==> src/rtl/multicycle_control_pkg.sv <==
`default_nettype none
// ============================================================================
// Module   : multicycle_control_pkg
// Purpose  : Shared definitions for the multicycle controller: the FSM state
//            enumeration, opcode/funct constants, control-field encodings and
//            the instruction-class record produced by op_decode.
// Revision : 1.0 - initial release
// ============================================================================
package multicycle_control_pkg;

  // Controller states (state_o exposes this encoding for debug).
  typedef enum logic [3:0] {
    S_IDLE    = 4'd0,
    S_FETCH   = 4'd1,
    S_DECODE  = 4'd2,
    S_MEMADR  = 4'd3,
    S_MEMRD   = 4'd4,
    S_MEMWB   = 4'd5,
    S_MEMWR   = 4'd6,
    S_RTEX    = 4'd7,
    S_RTWB    = 4'd8,
    S_BRANCH  = 4'd9,
    S_ORIEX   = 4'd10,
    S_ORIWB   = 4'd11,
    S_JUMP    = 4'd12,
    S_ILLEGAL = 4'd13
  } state_t;

  // Opcode field values.
  localparam logic [5:0] OP_RTYPE = 6'b000000;
  localparam logic [5:0] OP_LW    = 6'b100011;
  localparam logic [5:0] OP_SW    = 6'b101011;
  localparam logic [5:0] OP_BEQ   = 6'b000100;
  localparam logic [5:0] OP_BLTZ  = 6'b000001;
  localparam logic [5:0] OP_ORI   = 6'b001101;
  localparam logic [5:0] OP_JRS   = 6'b010010;
  localparam logic [5:0] OP_BALN  = 6'b011011;

  // Funct field values.
  localparam logic [5:0] FN_SLL   = 6'b000000;
  localparam logic [5:0] FN_JMSUB = 6'b100010;
  localparam logic [5:0] FN_OR    = 6'b100101;

  // ALU operation class.
  localparam logic [1:0] ALUOP_ADD    = 2'b00;
  localparam logic [1:0] ALUOP_BRANCH = 2'b01;
  localparam logic [1:0] ALUOP_FUNCT  = 2'b10;
  localparam logic [1:0] ALUOP_JUMP   = 2'b11;

  // PC source mux.
  localparam logic [1:0] PCSRC_ALU    = 2'b00;
  localparam logic [1:0] PCSRC_BRANCH = 2'b01;
  localparam logic [1:0] PCSRC_JUMP   = 2'b10;

  // Immediate extender mode.
  localparam logic [1:0] EXT_SIGN  = 2'b00;
  localparam logic [1:0] EXT_ZERO  = 2'b01;
  localparam logic [1:0] EXT_SHAMT = 2'b10;

  // ALU B-operand mux.
  localparam logic [1:0] SRCB_REG   = 2'b00;
  localparam logic [1:0] SRCB_FOUR  = 2'b01;
  localparam logic [1:0] SRCB_IMM   = 2'b10;
  localparam logic [1:0] SRCB_BROFF = 2'b11;

  // Instruction-class one-hots. An opcode with no bit set is illegal.
  typedef struct packed {
    logic rtype;
    logic lw;
    logic sw;
    logic branch;
    logic ori;
    logic jump;
    logic baln;   // jump variant that also links (writes a register)
    logic sll;    // R-type shift, uses the shamt extender path
  } op_class_t;

endpackage : multicycle_control_pkg
`default_nettype wire

==> src/rtl/multicycle_control_op_decode.sv <==
`default_nettype none
// ============================================================================
// Module   : op_decode
// Purpose  : Combinational opcode/funct classifier for the multicycle
//            controller.
// Ports    : in   [5:0] - opcode field
//            fun  [5:0] - funct field
//            cls        - instruction-class one-hots (all zero = illegal)
// Revision : 1.0 - initial release
// ============================================================================
module op_decode
  import multicycle_control_pkg::*;
(
  input  logic [5:0] in,
  input  logic [5:0] fun,
  output op_class_t  cls
);

  always_comb begin
    cls = '0;
    case (in)
      OP_RTYPE: begin
        cls.rtype = 1'b1;
        cls.sll   = (fun == FN_SLL);
      end
      OP_LW:            cls.lw     = 1'b1;
      OP_SW:            cls.sw     = 1'b1;
      OP_BEQ, OP_BLTZ:  cls.branch = 1'b1;
      OP_ORI:           cls.ori    = 1'b1;
      OP_JRS:           cls.jump   = 1'b1;
      OP_BALN: begin
        cls.jump = 1'b1;
        cls.baln = 1'b1;
      end
      default:          cls = '0;
    endcase
  end

endmodule : op_decode
`default_nettype wire

==> src/rtl/multicycle_control.sv <==
`default_nettype none
// ============================================================================
// Module   : multicycle_control
// Purpose  : Moore control unit for a multicycle processor datapath with a
//            configurable memory wait (each access lasts MEM_WAIT+1 cycles).
// Params   : MEM_WAIT - extra wait cycles per memory access (0..15)
//            CNT_W    - wait-counter width, 2**CNT_W must exceed MEM_WAIT
// Ports    : clk, reset (async, active-high)
//            in/fun        - opcode / funct fields of the instruction register
//            pcwrite, pcwritecond, iord, irwrite, memread, memwrite,
//            memtoreg, regdest, regwrite, alusrca - 1-bit controls
//            alusrcb, aluop, pcsource, ext - 2-bit controls
//            fout    - function code to ALU control
//            illegal - one-cycle pulse on an unsupported opcode
//            state_o - current state (debug)
// Revision : 1.0 - initial release
// ============================================================================
module multicycle_control
  import multicycle_control_pkg::*;
#(
  parameter int MEM_WAIT = 0,
  parameter int CNT_W    = 4
) (
  input  logic       clk,
  input  logic       reset,
  input  logic [5:0] in,
  input  logic [5:0] fun,
  output logic       pcwrite,
  output logic       pcwritecond,
  output logic       iord,
  output logic       irwrite,
  output logic       memread,
  output logic       memwrite,
  output logic       memtoreg,
  output logic       regdest,
  output logic       regwrite,
  output logic       alusrca,
  output logic [1:0] alusrcb,
  output logic [1:0] aluop,
  output logic [1:0] pcsource,
  output logic [1:0] ext,
  output logic [5:0] fout,
  output logic       illegal,
  output logic [3:0] state_o
);

  localparam logic [CNT_W-1:0] WAIT_LAST = CNT_W'(MEM_WAIT);

  state_t           state;
  logic [CNT_W-1:0] cnt;
  logic             wait_done;
  op_class_t        cls;

  op_decode u_op_decode (
    .in  (in),
    .fun (fun),
    .cls (cls)
  );

  assign wait_done = (cnt == WAIT_LAST);
  assign state_o   = state;

  // State register and wait counter. The counter saturates at MEM_WAIT and
  // is cleared on every transition into a memory-access state (FETCH, MEMRD,
  // MEMWR); the later clear assignments override the saturating increment.
  always_ff @(posedge clk or posedge reset) begin
    if (reset) begin
      state <= S_IDLE;
      cnt   <= '0;
    end else begin
      if (!wait_done) cnt <= cnt + 1'b1;
      case (state)
        S_IDLE: begin
          state <= S_FETCH;
          cnt   <= '0;
        end
        S_FETCH: begin
          if (wait_done) state <= S_DECODE;
        end
        S_DECODE: begin
          if (cls.lw || cls.sw)  state <= S_MEMADR;
          else if (cls.rtype)    state <= S_RTEX;
          else if (cls.branch)   state <= S_BRANCH;
          else if (cls.ori)      state <= S_ORIEX;
          else if (cls.jump)     state <= S_JUMP;
          else                   state <= S_ILLEGAL;
        end
        S_MEMADR: begin
          state <= cls.lw ? S_MEMRD : S_MEMWR;
          cnt   <= '0;
        end
        S_MEMRD: begin
          if (wait_done) state <= S_MEMWB;
        end
        S_MEMWR: begin
          if (wait_done) begin
            state <= S_FETCH;
            cnt   <= '0;
          end
        end
        S_RTEX:  state <= S_RTWB;
        S_ORIEX: state <= S_ORIWB;
        S_MEMWB, S_RTWB, S_BRANCH, S_ORIWB, S_JUMP, S_ILLEGAL: begin
          state <= S_FETCH;
          cnt   <= '0;
        end
        default: begin
          state <= S_IDLE;
          cnt   <= '0;
        end
      endcase
    end
  end

  // Output decode from the registered state. Because state clears
  // asynchronously, every output drops to zero the moment reset asserts.
  // fout tracks fun live so ALU control sees the current funct field.
  always_comb begin
    pcwrite     = 1'b0;
    pcwritecond = 1'b0;
    iord        = 1'b0;
    irwrite     = 1'b0;
    memread     = 1'b0;
    memwrite    = 1'b0;
    memtoreg    = 1'b0;
    regdest     = 1'b0;
    regwrite    = 1'b0;
    alusrca     = 1'b0;
    alusrcb     = SRCB_REG;
    aluop       = ALUOP_ADD;
    pcsource    = PCSRC_ALU;
    ext         = EXT_SIGN;
    fout        = fun;
    illegal     = 1'b0;
    case (state)
      S_IDLE: fout = '0;
      S_FETCH: begin
        memread = 1'b1;
        alusrcb = SRCB_FOUR;
        // Latch IR and advance PC only once the memory data is valid.
        irwrite = wait_done;
        pcwrite = wait_done;
      end
      S_DECODE: alusrcb = SRCB_BROFF;
      S_MEMADR: begin
        alusrca = 1'b1;
        alusrcb = SRCB_IMM;
      end
      S_MEMRD: begin
        memread = 1'b1;
        iord    = 1'b1;
      end
      S_MEMWB: begin
        regwrite = 1'b1;
        memtoreg = 1'b1;
      end
      S_MEMWR: begin
        memwrite = 1'b1;
        iord     = 1'b1;
      end
      S_RTEX: begin
        alusrca = 1'b1;
        aluop   = ALUOP_FUNCT;
        if (cls.sll) begin
          alusrcb = SRCB_IMM;
          ext     = EXT_SHAMT;
        end
      end
      S_RTWB: begin
        regdest  = 1'b1;
        regwrite = 1'b1;
      end
      S_BRANCH: begin
        alusrca     = 1'b1;
        aluop       = ALUOP_BRANCH;
        pcwritecond = 1'b1;
        pcsource    = PCSRC_BRANCH;
      end
      S_ORIEX: begin
        alusrca = 1'b1;
        alusrcb = SRCB_IMM;
        ext     = EXT_ZERO;
        aluop   = ALUOP_FUNCT;
        fout    = FN_OR;
      end
      S_ORIWB: regwrite = 1'b1;
      S_JUMP: begin
        aluop    = ALUOP_JUMP;
        pcwrite  = 1'b1;
        pcsource = PCSRC_JUMP;
        regwrite = cls.baln;
      end
      S_ILLEGAL: illegal = 1'b1;
      default: fout = '0;
    endcase
  end

endmodule : multicycle_control
`default_nettype wire

==> config.mk <==
export PLATFORM = sky130hd
export DESIGN_NAME = multicycle_control
export DESIGN_NICKNAME = d
export VERILOG_FILES = /design/src/rtl/multicycle_control_pkg.sv /design/src/rtl/multicycle_control_op_decode.sv /design/src/rtl/multicycle_control.sv
export SDC_FILE = /design/constraint.sdc
export NUM_CORES = 1
export LEC_CHECK = 0
export BUFFER_PORTS_ARGS = -buffer_cell sky130_fd_sc_hd__buf_4
export CORE_AREA = 2 2 48 50
export DETAILED_ROUTE_END_ITERATION = 12
export DIE_AREA = 0 0 50 52
export HOLD_SLACK_MARGIN = 0.15
export MAX_ROUTING_LAYER = met4
export PLACE_DENSITY_LB_ADDON = 0.05
export SYNTH_ARGS = -nofsm -noshare
export SYNTH_HDL_FRONTEND = slang
export SYNTH_SLANG_ARGS = --single-unit
==> constraint.sdc <==
create_clock -name clk -period 1.9 [get_ports clk]
set_input_delay 0.38 -clock clk [delete_from_list [all_inputs] [get_ports clk]]
set_output_delay 0.38 -clock clk [all_outputs]
set_load 0.1 [all_outputs]
==> flow_metrics.tcl, run 1 <==
set metrics [dict create \
    netlist_area_um2 930 \
    synth-seq-cells 8 \
    tool.error "[ERROR DPL-0038] Utilization greater than 100%, impossible to legalize" \
    syn_nets 139 \
    status "stopped before the end" \
    ys.warnings.count 0 \
    root_buffer "clkbuf_4" \
    start_util_pct 44.1 \
    lastStage "clock tree synthesis" \
    synthTopCellsByArea "dfrtp_1, a21o_1, nor2_1" \
    cts_buffers 3 \
    synth_edf_count 0 \
    ios 43 \
    place.gp.congestion 0.822 \
    rows 17 \
    cts_hold_buffers 1 \
    dieHeight_um 52 \
    die_x_um 50 \
    htree_levels 1 \
    cts_setup_buffers 14 \
    clock_path_buffers 2 \
    synth_cell_type_count 45 \
    async_flop_share_pct 100 \
    cts_sinks 8 \
    ys.flop_type "dfrtp_1" \
    netlist_instances 122 \
    cts_resized 85 \
    synth-seq-area-share_pct 21.5 \
    port_buffers 42 \
    synth.avg_cell_area_um2 7.62 \
    place_hpwl_mm 2.63 \
    yosysTopAreaCell "dfrtp_1" \
    synth_top_cell_area_share_pct 21.5 \
]
logic make-up after synthesis:
logic type,Yosys count,share of synthesized area [%]
simple gates,60,37.5
xor+xnor,5,4.71
compound gates,32,24.2
buf+inv,14,7.94
flops,8,21.5
fa+ha+maj,3,4.04
synth_stat cells (3+ instances only):
cell      number
and2_1         7
dfrtp_1        8
a21o_1         6
nor3_1         5
inv_1          3
ha_1           3
nor2b_1        3
a21oi_1        4
nor2_1        12
xnor2_1        4
nor4_1         3
nand2_1        8
o21ai_0        6
nand2b_1       7
buf_2          7
metrics by stage:
| stage | worst slack, ns | TNS, ns | instances | hold WS [ns] | cell area (um^2) |
|---|---|---|---|---|---|
| 3_5_place_dp | -0.0167 | -0.0368 | 212 | 0.343 | 1690 |
| 3_3_place_gp | -0.00504 | -0.00504 | 212 | 0.344 | 1690 |
| 2_1_floorplan | -0.737 | -7.23 | 122 | 0.196 | 1230 |
==> run 2: changes to the inputs <==
CORE_AREA = 2 2 63 65   (was 2 2 48 50)
DIE_AREA = 0 0 65 67   (was 0 0 50 52)
HOLD_SLACK_MARGIN = unset   (was 0.15)
MAX_ROUTING_LAYER = unset   (was met4)
PLACE_DENSITY_LB_ADDON = 0.15   (was 0.05)
==> run 2 against run 1 <==
The flow now finishes, with violations (setup timing). Area after synthesis is the same. Synthesized cell count is the same.
==> flow_metrics.tcl, run 2 <==
set metrics [dict create \
    final_util_pct 66.3 \
    clock_path_buffers 2 \
    ys.warnings.count 0 \
    synthTopCellsByArea "dfrtp_1, a21o_1, nor2_1" \
    crit_path_end_kind "primary output" \
    synthToLayoutAreaGrowth_pct 157 \
    drv_slew 0 \
    rsz0062_at_grt "true" \
    clock_latency_ns 0.23 \
    holdWs_ns 0.112 \
    start_kind "register" \
    cap_violations 0 \
    drt_iter0_markers 36 \
    core-area_um2 3610 \
    cts_sinks 8 \
    postRouteAntennaNets 0 \
    die_x_um 65 \
    synth_cell_type_count 45 \
    max_freq_ghz 0.486 \
    crit_arrival_ns 1.68 \
    cts_tree "built" \
    ios 43 \
    final_area_um2 2390 \
    synth_top_cell_area_share_pct 21.5 \
    synth-seq-area-share_pct 21.5 \
    port_buffers 42 \
    synth-seq-cells 8 \
    netlist_area_um2 930 \
    fin_crit_ns 2.06 \
    drc_errors 0 \
    grt_pass1_wl_mm 6.11 \
    period_share_pct 108 \
    crit_path_max_fanout 6 \
    root_buffer "clkbuf_8" \
    required_ns 1.52 \
    async_flop_share_pct 100 \
    synthTopCellsByCount "nor2_1, dfrtp_1, nand2_1" \
    antennaDiodeCount 0 \
    synth.most_common_cell "nor2_1" \
    htree_levels 1 \
    setup_viol 15 \
    worstSetupPathType "register to primary output" \
    status "finished with violations" \
    drive_above_1_share_pct 72.4 \
    cts_hold_buffers 0 \
    grt_pass1_vias 1329 \
    num_vias 1276 \
    overflow 0 \
    skew_ns 0.00572 \
    cts_buffers 3 \
    worst_slew_pin_slew_ns 0.333 \
    dieHeight_um 67 \
    layout_setup_ws_ns -0.157 \
    yosysTopAreaCell "dfrtp_1" \
    placed_area_um2 1750 \
    finalWirelength_mm 3.90 \
    synth.avg_cell_area_um2 7.62 \
    clk_pin_slew_worst_paths_ns 0.05 \
    wl_per_cell_um 14.9 \
    setup_tns_ns -1.38 \
    min_path_type "input port to async pin" \
    ys.flop_type "dfrtp_1" \
    first_pass_iters 4 \
    final_common_cell "buf_4" \
    fp.dieArea_um2 4360 \
    slew_headroom_pct 77.8 \
    netlist_instances 122 \
    violations "setup timing" \
    syn_nets 139 \
    groute.usage.overall_pct 18.1 \
    grt_max_degree 13 \
    reg2reg_slack_ns 0.23 \
    nNetsFinal 232 \
    synth_edf_count 0 \
    final_cell_mix "buf_4, buf_12, buf_6" \
    start_util_pct 25.8 \
    rows 22 \
    place.gp.congestion 0.842 \
    place_hpwl_mm 2.82 \
    antenna_found_initial 0 \
    vias_per_cell 4.87 \
    finalHoldViolations 0 \
]
## run 2: metrics by stage
step           worst slack [ns]  std cells
2_1_floorplan            -0.737        122
6_report                 -0.157        262
3_5_place_dp            -0.0947        235
4_1_cts                  -0.135        256
3_3_place_gp            -0.0913        235
5_1_grt                  -0.208        262
## run 2: cell type report
type,instances,area [um^2]
Tap cell,48,60.1
Multi-Input combinational cell,100,967
Fill cell,272,1220
Inverter,4,15.0
Sequential cell,8,215
Clock buffer,4,45.0
Timing Repair Buffer,98,1090
## run 2: per-layer routing
layer	GRT usage [%]	wire, um	up-vias
met4	3.19	22	0
met1	21.0	1550	618
met5	0	0	-
li1	-	-	619
met3	3.38	202	2
met2	34.5	2120	37
## run 2: path summary, 6_finish.rpt
kind / startpoint / to / depth (start not counted)
worst min-delay path: reset / state_o[2]$_DFFE_PP0P_ / 2
min in group clk: in[4] / state_o[2]$_DFFE_PP0P_ / 3
worst min register to register: cnt[3]$_DFF_PP0_ / cnt[3]$_DFF_PP0_ / 2
worst max register to register: cnt[0]$_DFF_PP0_ / cnt[0]$_DFF_PP0_ / 8
worst max-delay path: state_o[1]$_DFFE_PP0P_ / fout[1] / 5
max in group asynchronous: reset / state_o[3]$_DFFE_PP0P_ / 2
## run 2: kinds of logic after synthesis
kind of cell | synth area share [%]
buffers and inverters | 7.94
and+or+nand+nor | 37.5
AOI/OAI and AO/OA | 24.2
xor gates and xnor gates | 4.71
DFF | 21.5
adders and majority gates | 4.04
## run 2: repair_timing
item / in CTS / in global routing
pin swaps: 9 / 11
gates resized for setup: 72 / 32
setup buffers: 17 / 6
endpoints found under the setup margin: 25 / 23
## run 2: worst max-delay path: stages (launching register included)
cell,delay [ns]
dfrtp_4,0.52
buf_6,0.14
buf_6,0.11
a32oi_4,0.28
and2_4,0.22
buf_12,0.17
Power of run 2 is left out: the tool's default activity adds up to more than one toggle a clock period on the data nets, which glitch-free logic cannot reach.
==> run 3: changes to the inputs <==
ABC_AREA = 1   (was unset)
==> run 3 against run 2 <==
The run still ends with setup timing left. Wire length fell by 20%. First-iteration DRC count fell by 2.8%. Largest cell class is now multi-input gates. Cell count rose by 0.76%. Clock-buffer cell count fell by 1.
==> flow_metrics.tcl, run 3 <==
set metrics [dict create \
    status "finished with violations" \
    violations "setup timing" \
    cts_tree "built" \
    netlist_area_um2 911 \
    postRouteAntennaNets 0 \
    skew_ns 0.00351 \
    syn_nets 165 \
    synthToLayoutAreaGrowth_pct 121 \
    num_vias 1186 \
    grt_pass1_wl_mm 5.40 \
    min_path_type "input port to async pin" \
    antenna_found_initial 0 \
    crit_arrival_ns 1.60 \
    cts_buffers 3 \
    place.gp.congestion 0.790 \
    grt_pass1_vias 1190 \
    fin_crit_ns 1.98 \
    finalHoldViolations 0 \
    cap_violations 0 \
    ys.flop_type "dfrtp_1" \
    vias_per_cell 4.49 \
    synth-seq-cells 8 \
    finalWirelength_mm 3.12 \
    drv_slew 0 \
    crit_path_max_fanout 6 \
    synth_cell_type_count 28 \
    netlist_instances 148 \
    slew_headroom_pct 75.5 \
    first_pass_iters 4 \
    required_ns 1.52 \
    synth.avg_cell_area_um2 6.15 \
    crit_path_end_kind "primary output" \
    clock_latency_ns 0.24 \
    setup_viol 12 \
    cts_sinks 8 \
    synthTopCellsByCount "nand2_1, inv_1, nor2_1, nand3_1, inv_2" \
    dieHeight_um 67 \
    final_common_cell "buf_4" \
    synthTopCellsByArea "dfrtp_1, nand2_1, inv_1" \
    place_hpwl_mm 2.51 \
    synth.most_common_cell "nand2_1" \
    wl_per_cell_um 11.8 \
    yosysTopAreaCell "dfrtp_1" \
    core-area_um2 3610 \
    nNetsFinal 235 \
    drive_above_1_share_pct 61.6 \
    start_kind "register" \
    port_buffers 42 \
    final_cell_mix "buf_4, nand2_1, inv_1, nor2_4" \
    die_x_um 65 \
    rsz0062_at_grt "true" \
    synth-seq-area-share_pct 22.0 \
    ys.warnings.count 0 \
    ios 43 \
    htree_levels 1 \
    cts_hold_buffers 0 \
    clock_path_buffers 2 \
    synth_top_cell_area_share_pct 22.0 \
    place_inst 249 \
    clk_pin_slew_worst_paths_ns 0.04 \
    stdcell_count 264 \
    synth_edf_count 0 \
    async_flop_share_pct 100 \
    groute.usage.overall_pct 15.9 \
    max_freq_ghz 0.505 \
    layout_setup_ws_ns -0.0793 \
    drt_iter0_markers 35 \
    fp.dieArea_um2 4360 \
    drc_errors 0 \
    worstSetupPathType "register to primary output" \
    root_buffer "clkbuf_8" \
    worst_slew_pin_slew_ns 0.364 \
    period_share_pct 104 \
    overflow 0 \
    grt_max_degree 9 \
    start_util_pct 25.3 \
    rows 22 \
    antennaDiodeCount 0 \
]
==> run 3: metrics by stage <==
| step | setup slack (ns) | util (%) | instance area, um^2 | hold WS, ns | TNS [ns] |
|---|---|---|---|---|---|
| floorplan | -0.729 | - | 1160 | 0.196 | -7.06 |
| global placement | -0.00257 | 44.8 | 1620 | 0.349 | -0.00257 |
| detailed placement | -0.00718 | 44.8 | 1620 | 0.348 | -0.00718 |
| CTS | -0.0838 | 53.8 | 1940 | 0.0974 | -0.645 |
| global route | -0.120 | 55.9 | 2010 | 0.113 | -1.35 |
| finish | -0.0793 | 55.9 | 2010 | 0.0875 | -0.611 |
==> run 3: layout make-up <==
cell class	count	area, um^2
Clock buffer	3	41.3
Inverter	33	148
Timing Repair Buffer	67	714
Multi-Input combinational cell	105	836
Fill cell	322	1590
Tap cell	48	60.1
Sequential cell	8	215
==> run 3: worst paths after layout <==
check	cells after the start	endpoint	slack, ns	start
worst max-delay path	6	fout[0]	-0.08	state_o[2]$_DFFE_PP0P_
worst min-delay path	2	state_o[3]$_DFFE_PP0P_	0.09	reset
worst max register to register	10	cnt[2]$_DFF_PP0_	0.21	state_o[0]$_DFFE_PP0P_
worst min register to register	2	cnt[3]$_DFF_PP0_	0.64	cnt[3]$_DFF_PP0_
max in group asynchronous	2	state_o[2]$_DFFE_PP0P_	1.55	reset
min in group clk	5	state_o[3]$_DFFE_PP0P_	0.58	in[4]
==> run 3: worst max-delay path: stages (launching register included) <==
cell     delay (ns)
dfrtp_4        0.51
nor2_2         0.17
inv_2          0.10
a21oi_4        0.18
buf_12         0.16
o21ai_4        0.07
buf_12         0.17
==> run 3: timing repair <==
| item | 4_1_cts | 5_1_grt |
|---|---|---|
| buffers inserted | 10 | 2 |
| setup endpoints to repair | 20 | 22 |
| gates resized for setup | 51 | 13 |
| pin swaps | 5 | 4 |
==> run 3: cell families after synthesis <==
logic type	Yosys count	synth area share [%]
and+or+nand+nor	82	44.4
xor gates and xnor gates	2	1.92
DFF	8	22.0
AOI/OAI and AO/OA	18	12.0
adders and majority gates	3	4.12
buffers and inverters	35	15.7
==> run 3: routing by layer <==
| metal | vias to the layer above | track usage (%) | share of wire [%] |
|---|---|---|---|
| met5 | - | 0 | 0 |
| met3 | 6 | 3.55 | 6.3 |
| li1 | 597 | - | - |
| met1 | 544 | 19.2 | 42 |
| met2 | 39 | 28.1 | 50 |
| met4 | 0 | 4.79 | 2.0 |
Power of run 3 is left out for the same reason.
==> run 4: changes to the inputs <==
RECOVER_POWER = 100   (was unset)
==> run 4 against run 3 <==
The flow still finishes with violations (setup timing). Clock skew about the same. Die area stayed put. Worst setup slack unchanged. Worst hold slack hardly changed. Non-clock buffer count unchanged. Fmax unchanged. Register-to-register slack hardly changed. Core utilization fell by 0.21 points. Wire length is 0.16% higher. Clock-buffer cell count is the same. Cell area is 0.37% lower.
==> flow_metrics.tcl, run 4 (synthesized netlist as in run 3, its figures left out) <==
set metrics [dict create \
    start_util_pct 25.3 \
    rsz0062_at_grt "true" \
    reg2reg_slack_ns 0.21 \
    groute.usage.overall_pct 15.9 \
    period_share_pct 104 \
    r2r_end "cnt[2]$_DFF_PP0_" \
    wl_per_cell_um 11.8 \
    grt_max_degree 9 \
    port_buffers 42 \
    cp_cell_sequence "nor2_2 > inv_2 > a21oi_4 > buf_12 > o21ai_4 > buf_12" \
    grt_pass1_vias 1190 \
    final_cell_mix "buf_4, nand2_1, inv_1, nor2_4" \
    crit_end "fout[0]" \
    cap_violations 0 \
    finalWirelength_mm 3.13 \
    cts_tree "built" \
    multi_input_area_um2 836 \
    worst_slew_pin_slew_ns 0.541 \
    clk_pin_slew_worst_paths_ns 0.04 \
    rows 22 \
    violations "setup timing" \
    drt_iter0_markers 32 \
    die_x_um 65 \
    crit_path_end_kind "primary output" \
    start_kind "register" \
    critPathMostFrequentCell "buf_12" \
    cpPeakStageDelay_ns 0.51 \
    antenna_found_initial 0 \
    drive_above_1_share_pct 61.6 \
    drv_slew 0 \
    status "finished with violations" \
    num_vias 1183 \
    final_common_cell "buf_4" \
    max_freq_ghz 0.505 \
    cts_hold_buffers 0 \
    crit_path_max_fanout 6 \
    setup_viol 12 \
    cts_sinks 8 \
    place.gp.congestion 0.790 \
    crit_arrival_ns 1.60 \
    clock_path_buffers 2 \
    place_hpwl_mm 2.51 \
    min_path_type "input port to async pin" \
    clock_latency_ns 0.24 \
    required_ns 1.52 \
    worst-r2r-cell-count 10 \
    r2r-start "state_o[0]$_DFFE_PP0P_" \
    dieHeight_um 67 \
    layout_setup_ws_ns -0.0793 \
    worstSetupPathType "register to primary output" \
    nNetsFinal 235 \
    critical-path-slowest-cell "dfrtp_4" \
    slew_headroom_pct 64.1 \
    ios 43 \
    overflow 0 \
    root_buffer "clkbuf_8" \
    first_pass_iters 4 \
    core-area_um2 3610 \
    skew_ns 0.00350 \
    final_area_um2 2010 \
    drc_errors 0 \
    placed_area_um2 1620 \
    synthToLayoutAreaGrowth_pct 120 \
    stdcell_count 264 \
    cts_buffers 3 \
    fin_crit_ns 1.98 \
    htree_levels 1 \
    postRouteAntennaNets 0 \
    antennaDiodeCount 0 \
    vias_per_cell 4.48 \
    fp.dieArea_um2 4360 \
    regArea_um2 215 \
    place_inst 249 \
    fill_cells 323 \
    pre_cts_ws_ns -0.00718 \
    finalHoldViolations 0 \
    crit_path_start "state_o[2]$_DFFE_PP0P_" \
    grt_pass1_wl_mm 5.40 \
]
run 4: changes by cell type in the layout (fill, tap and decap cells not counted):
cell / change
buf_4: -4
clkbuf_2: +3
clkbuf_4: +1
run 4: routing by layer:
metal,track usage [%],share of wire (%)
met5,0,0
met2,28.1,49
met3,3.55,6.3
met4,4.79,2.0
met1,19.2,42
run 4: worst min path at each step:
stage	slack (ns)	endpoint
after detailed placement	0.35	state_o[0]$_DFFE_PP0P_
after global routing	0.12	state_o[0]$_DFFE_PP0P_
after CTS	0.1	state_o[0]$_DFFE_PP0P_
final	0.09	state_o[3]$_DFFE_PP0P_
after floorplan	0.20	cnt[0]$_DFF_PP0_
after global placement	0.35	state_o[1]$_DFFE_PP0P_
run 4: cell type report:
| type | count | share of cell area (%) |
|---|---|---|
| clock buffer | 3 | 2.06 |
| inverter | 33 | 7.36 |
| multi-input combinational | 105 | 41.6 |
| sequential | 8 | 10.7 |
| tap | 48 | 2.99 |
| timing repair buffer | 67 | 35.2 |
run 4: critical path: cells and delay by family, from the launching register on:
family,cells,cell delay (ns)
flip-flops,1,0.51
buffers and inverters,3,0.43
AO/OA/AOI/OAI,2,0.25
AND/OR/NAND/NOR,1,0.17
run 4: what timing repair did:
action / CTS / global route
endpoints found under the setup margin: 20 / 22
resized for setup: 51 / 13
setup buffers: 10 / 2
pin swaps: 5 / 4
run 4: stage by stage:
step | utilization [%] | hold slack, ns | setup TNS, ns
finish | 55.7 | 0.0878 | -0.606
global route | 55.7 | 0.115 | -1.35
CTS | 53.8 | 0.0974 | -0.645
detailed placement | 44.8 | 0.348 | -0.00718
global placement | 44.8 | 0.349 | -0.00257
floorplan | - | 0.196 | -7.06
Power of run 4 is left out for the same reason.
